===== config.mk =====
export PLATFORM = sky130hd
export DESIGN_NAME = rr_req_tracker
export DESIGN_NICKNAME = d
export VERILOG_FILES = /design/src/rtl/rr_req_pkg.sv /design/src/rtl/rr_req_slot.sv /design/src/rtl/rr_req_tracker.sv
export SDC_FILE = /design/constraint.sdc
export NUM_CORES = 1
export LEC_CHECK = 0
export ABC_CLOCK_PERIOD_IN_PS = 5230
export CAP_MARGIN = 20
export CORE_ASPECT_RATIO = 1.2
export CORE_MARGIN = 3
export CORE_UTILIZATION = 40
export CTS_CLUSTER_SIZE = 24
export DETAILED_ROUTE_END_ITERATION = 8
export GPL_ROUTABILITY_DRIVEN = 0
export MAX_ROUTING_LAYER = met4
export PLACE_DENSITY = 0.73
export SLEW_MARGIN = 20
export SYNTH_ARGS = -nofsm -noshare
export SYNTH_HDL_FRONTEND = slang
export SYNTH_SLANG_ARGS = --single-unit

===== constraint.sdc =====
create_clock -name clock -period 5.23 [get_ports clock]
set_input_delay 0.523 -clock clock [delete_from_list [all_inputs] [get_ports clock]]
set_output_delay 0.523 -clock clock [all_outputs]
set_load 0.03 [all_outputs]

===== src/rtl/rr_req_pkg.sv =====
// Shared constants, client vector type and counter-width helper for the request tracker.
package rr_req_pkg;

  localparam int CLIENTS_DEF = 32;
  localparam int DEPTH_DEF   = 4;

  typedef logic [CLIENTS_DEF-1:0] client_vec_t;

  function automatic int cnt_width(input int depth);
    return $clog2(depth + 1);
  endfunction

endpackage


===== src/rtl/rr_req_slot.sv =====
// One client's pending counter with ready/request decode.
// Age counter and starve flag are built only with RR_REQ_TRACKER_STARVE_EN.
module rr_req_slot
  import rr_req_pkg::*;
#(
  parameter int DEPTH        = DEPTH_DEF,
  parameter int CNT_W        = cnt_width(DEPTH),
  parameter int STARVE_LIMIT = 64
) (
  input  logic clock,
  input  logic reset,
  input  logic post,
  input  logic grant,
  input  logic stall,
  output logic post_ready,
  output logic request,
  output logic starve
);

  localparam logic [CNT_W-1:0] FULL = CNT_W'(DEPTH);

  logic [CNT_W-1:0] count_reg;
  logic             acc;
  logic             ret;

  // Ready looks only at the registered count, so a same-cycle grant never frees a slot.
  assign post_ready = (count_reg < FULL);
  assign request    = (count_reg != '0);
  assign acc        = post & post_ready;
  assign ret        = grant & request;

  always_ff @(posedge clock) begin
    if (reset) begin
      count_reg <= '0;
    end else if (acc && !ret) begin
      count_reg <= count_reg + CNT_W'(1);
    end else if (!acc && ret) begin
      count_reg <= count_reg - CNT_W'(1);
    end
  end

`ifdef RR_REQ_TRACKER_STARVE_EN
  localparam int               AGE_W   = $clog2(STARVE_LIMIT + 1);
  localparam logic [AGE_W-1:0] AGE_MAX = AGE_W'(STARVE_LIMIT);

  logic [AGE_W-1:0] age_reg;

  always_ff @(posedge clock) begin
    if (reset) begin
      age_reg <= '0;
    end else if (ret || !request) begin
      age_reg <= '0;
    end else if (!stall && (age_reg != AGE_MAX)) begin
      age_reg <= age_reg + AGE_W'(1);
    end
  end

  assign starve = (age_reg == AGE_MAX);
`else
  logic unused_stall;
  assign unused_stall = stall;
  assign starve       = 1'b0;
`endif

endmodule


===== src/rtl/rr_req_tracker.sv =====
// Per-client pending-post tracker feeding rr_arbiter, with sticky protocol error flags.
// Optional starvation flags are enabled by defining RR_REQ_TRACKER_STARVE_EN.
module rr_req_tracker
  import rr_req_pkg::*;
#(
  parameter int CLIENTS      = CLIENTS_DEF,
  parameter int DEPTH        = DEPTH_DEF,
  parameter int CNT_W        = cnt_width(DEPTH),
  parameter int STARVE_LIMIT = 64
) (
  input  logic               clock,
  input  logic               reset,
  input  logic [CLIENTS-1:0] post,
  output logic [CLIENTS-1:0] post_ready,
  output logic [CLIENTS-1:0] request,
  input  logic [CLIENTS-1:0] grant,
  input  logic               stall,
  output logic               pending_any,
  output logic               overflow_err,
  output logic               spurious_err,
  output logic [CLIENTS-1:0] starve
);

  logic               overflow_reg;
  logic               spurious_reg;
  logic [CLIENTS-1:0] dropped;
  logic [CLIENTS-1:0] stray;
  logic               multi_grant;

  for (genvar gi = 0; gi < CLIENTS; gi++) begin : g_slot
    rr_req_slot #(
      .DEPTH        (DEPTH),
      .CNT_W        (CNT_W),
      .STARVE_LIMIT (STARVE_LIMIT)
    ) u_slot (
      .clock      (clock),
      .reset      (reset),
      .post       (post[gi]),
      .grant      (grant[gi]),
      .stall      (stall),
      .post_ready (post_ready[gi]),
      .request    (request[gi]),
      .starve     (starve[gi])
    );
  end

  assign dropped     = post & ~post_ready;
  assign stray       = grant & ~request;
  // Clearing the lowest set bit leaves something only when two or more bits were set.
  assign multi_grant = ((grant & (grant - CLIENTS'(1))) != '0);

  always_ff @(posedge clock) begin
    if (reset) begin
      overflow_reg <= 1'b0;
      spurious_reg <= 1'b0;
    end else begin
      if (dropped != '0) overflow_reg <= 1'b1;
      if ((stray != '0) || multi_grant) spurious_reg <= 1'b1;
    end
  end

  assign pending_any  = |request;
  assign overflow_err = overflow_reg;
  assign spurious_err = spurious_reg;

endmodule


==> results.md <==
* Max-cap viol count at 0
* Mapped Area at approximately 7100 um^2
* Leakage power at 3.66 nW
* CTS tree: built
* ANT cells at 0
* Root buffer cell: clkbuf_16
* # IOs at 166
* Crit start category: register
* Reg clk slew, reported paths at 0.06 ns
* Layout cell share with drive strength beyond 1 at 0.0276
* Hold-fix buffers, CTS at 0
* CP endpoint kind: output pin
* DP HPWL at around 14000 um
* Hold Vio Cnt, Final at 0
* Tmin final at approximately 3.3 ns
* All-Layer GR Usage at 0.188
* Worst EP required at 4.71 ns
* Worst VDD drop at between 0.2 and 0.3 mV
* Die X at 128 um
* Multi-input gate area at between 4000 and 5000 um^2
* Placed cell area at 8050 um^2
* Nets at ~1000
* # DRC at 0
* #FFs+latches synth at 98
* Initial Util at 0.414
* First-pass GRT wire length at roughly 28000 um
* Iter 0 DRT Violations at slightly below 300
* Setup violations, final at 0
* CP cell instances: or3_1 -> nor4_1 -> nand4_1 -> or2_2 -> clkdlybuf4s50_1
* Core Region at 17200 um^2
* Worst slew margin at 0.283
* Fillers at about 1600
* Die height at ~150 um
* Via Count at between 5000 and 6000
* Post-route clock period utilization at 0.626
* Synth-to-Final Area Change at 17.5%
* Setup total negative slack at 0 ns
* Die ar. at just under 20000 um^2
* Power, Total at between 4 and 5 mW
* Vias in the first global route at about 5600
* Maximum clock path buffer count at 2
* Clock Latency Late Sink at approximately 0.35 ns
* CTS sink count at a little under 100
* Post-CTS Resized at 0
* Cell area after layout at 8350 um^2
* Rows at between 50 and 60
* Final max-slew violation count at 0
* Hold depth at 2
* I/O Buffers at ~130
* Post-synth EDFFs at 0
* Initial antenna violation count at 0
* Slowest-stage cell, CP: clkdlybuf4s50_1
* Inserted Clock Buffers at 9
* Largest register FFs at between 90 and 100
* Detail-routed net length per standard cell at around 16 um
* Async set-reset flop share out of synthesis at 0
* Main synth FF type: dfxtp_1
* Post-CTS setup buffers at 0
* Dpl ws at 2.32 ns
* Critical Setup Path Class: register to output pin
* Ys Warns at 0
* Status: completed
* Max stage delay on crit path at around 0.61 ns
* Post-synthesis cell count at approximately 840
* Global route overflow at 0
* Avg Cell Area, Syn at ~8.5 um^2
* Max Clk Rate at ~0.31 GHz
* Seq/Total Area, Yosys at 0.276
* Routed Antenna Nets at 0
* Worst-path maximum fanout at 6
* Hold Crit Class: register to register
* Setup slack after layout at between 1.5 and 2 ns
* Vias/cell at between 5 and 6
* R2r worst-path depth at 8
* Largest net degree at the start of global routing at about 100
* Total wire length at ~18000 um
* Pre-antenna DRT Iters at 5
* Unique cell type count in the Yosys netlist at 42
* Power per cell area at ~590 nW/um^2
* Worst path arrival time at about 2.8 ns
* H-tree levels at 3
* Slew at the pin closest to its max-slew limit at 1.08 ns
* Register area at just under 2000 um^2
* Clock Skews at 0.00473 ns
* RSZ-0062 raised after global routing: false
-- synth_stat cells (2+ instances only) --
cell | n | area [um^2]
a2111oi_0 | 2 | 17.5
a211oi_1 | 3 | 22.5
a21oi_1 | 37 | 185
a221oi_1 | 9 | 78.8
a22o_1 | 5 | 43.8
a22oi_1 | 4 | 30.0
a31oi_1 | 3 | 18.8
buf_1 | 2 | 7.51
buf_4 | 96 | 721
clkbuf_1 | 10 | 37.5
dfxtp_1 | 98 | 1960
fa_1 | 32 | 641
ha_1 | 32 | 400
inv_1 | 94 | 353
mux2i_1 | 32 | 320
nand2_1 | 36 | 135
nand3_1 | 5 | 25.0
nand4_1 | 7 | 43.8
nor2_1 | 81 | 304
nor2b_1 | 32 | 200
nor3_1 | 11 | 55.1
nor4_1 | 12 | 75.1
nor4_4 | 3 | 63.8
o21ai_0 | 37 | 185
o22a_1 | 3 | 26.3
o22ai_1 | 9 | 56.3
or2_2 | 2 | 12.5
or3_1 | 61 | 382
xor2_1 | 64 | 561
-- metrics by stage --
stage | hold slack (ns) | cells | util
2_1_floorplan | 0.491 | 866 | -
3_3_place_gp | 0.519 | 1107 | 0.469
3_5_place_dp | 0.525 | 1107 | 0.469
4_1_cts | 0.536 | 1123 | 0.486
5_1_grt | 0.552 | 1123 | 0.486
6_report | 0.532 | 1123 | 0.486
-- cells by family after synthesis --
kind of cell	Yosys count	synth area share
AND/OR/NAND/NOR	254	0.192
buffers and inverters	202	0.157
AO/OA/AOI/OAI	119	0.103
flip-flops	98	0.276
adder cells (fa/ha/maj)	65	0.148
XOR/XNOR	64	0.0788
multiplexers	32	0.0451
other	1	0.000527
-- placed cells by master, fill, tap and decap left out, types with 36 or more instances in the layout --
cell               n
nand2_1           36
xor2_1            64
or3_1             61
o21ai_0           37
nor2_1            81
clkdlybuf4s50_1  131
dfxtp_1           98
a21oi_1           37
inv_1             94
-- final cells by class --
type	instances	area share
Clock buffer	14	0.0316
Sequential cell	98	0.235
Timing Repair Buffer	133	0.158
Inverter	94	0.0422
Multi-Input combinational cell	566	0.496
Tap cell	216	0.0324
Clock inverter	2	0.00419
-- where the power goes --
group,internal [mW],switching [mW]
clock network,0.397,0.279
registers,1.01,0.284
logic,1.29,1.70
total,2.70,2.27
-- worst max-delay path, delay by kind of cell (launching register included) --
family	cells	cell delay, ns
buffers and inverters	1	0.61
flip-flops	1	0.35
AND/OR/NAND/NOR	4	1.45
-- per-layer routing --
metal	track usage	vias to the layer above	share of wire
met5	-	-	0
met4	0.0763	0	0.036
met3	0.0393	36	0.074
met2	0.289	222	0.46
met1	0.241	2643	0.43
li1	-	2817	-
-- worst paths after layout --
kind	from	to	slack (ns)
setup reg to reg	g_slot[15].u_slot.count_reg[0]	g_slot[15].u_slot.count_reg[2]	2.92
setup / recovery	g_slot[5].u_slot.count_reg[2]	pending_any	1.95
hold reg to reg	g_slot[21].u_slot.count_reg[2]	g_slot[21].u_slot.count_reg[2]	0.53
hold / removal	g_slot[21].u_slot.count_reg[2]	g_slot[21].u_slot.count_reg[2]	0.53
Power figures use the tool's default switching activity.
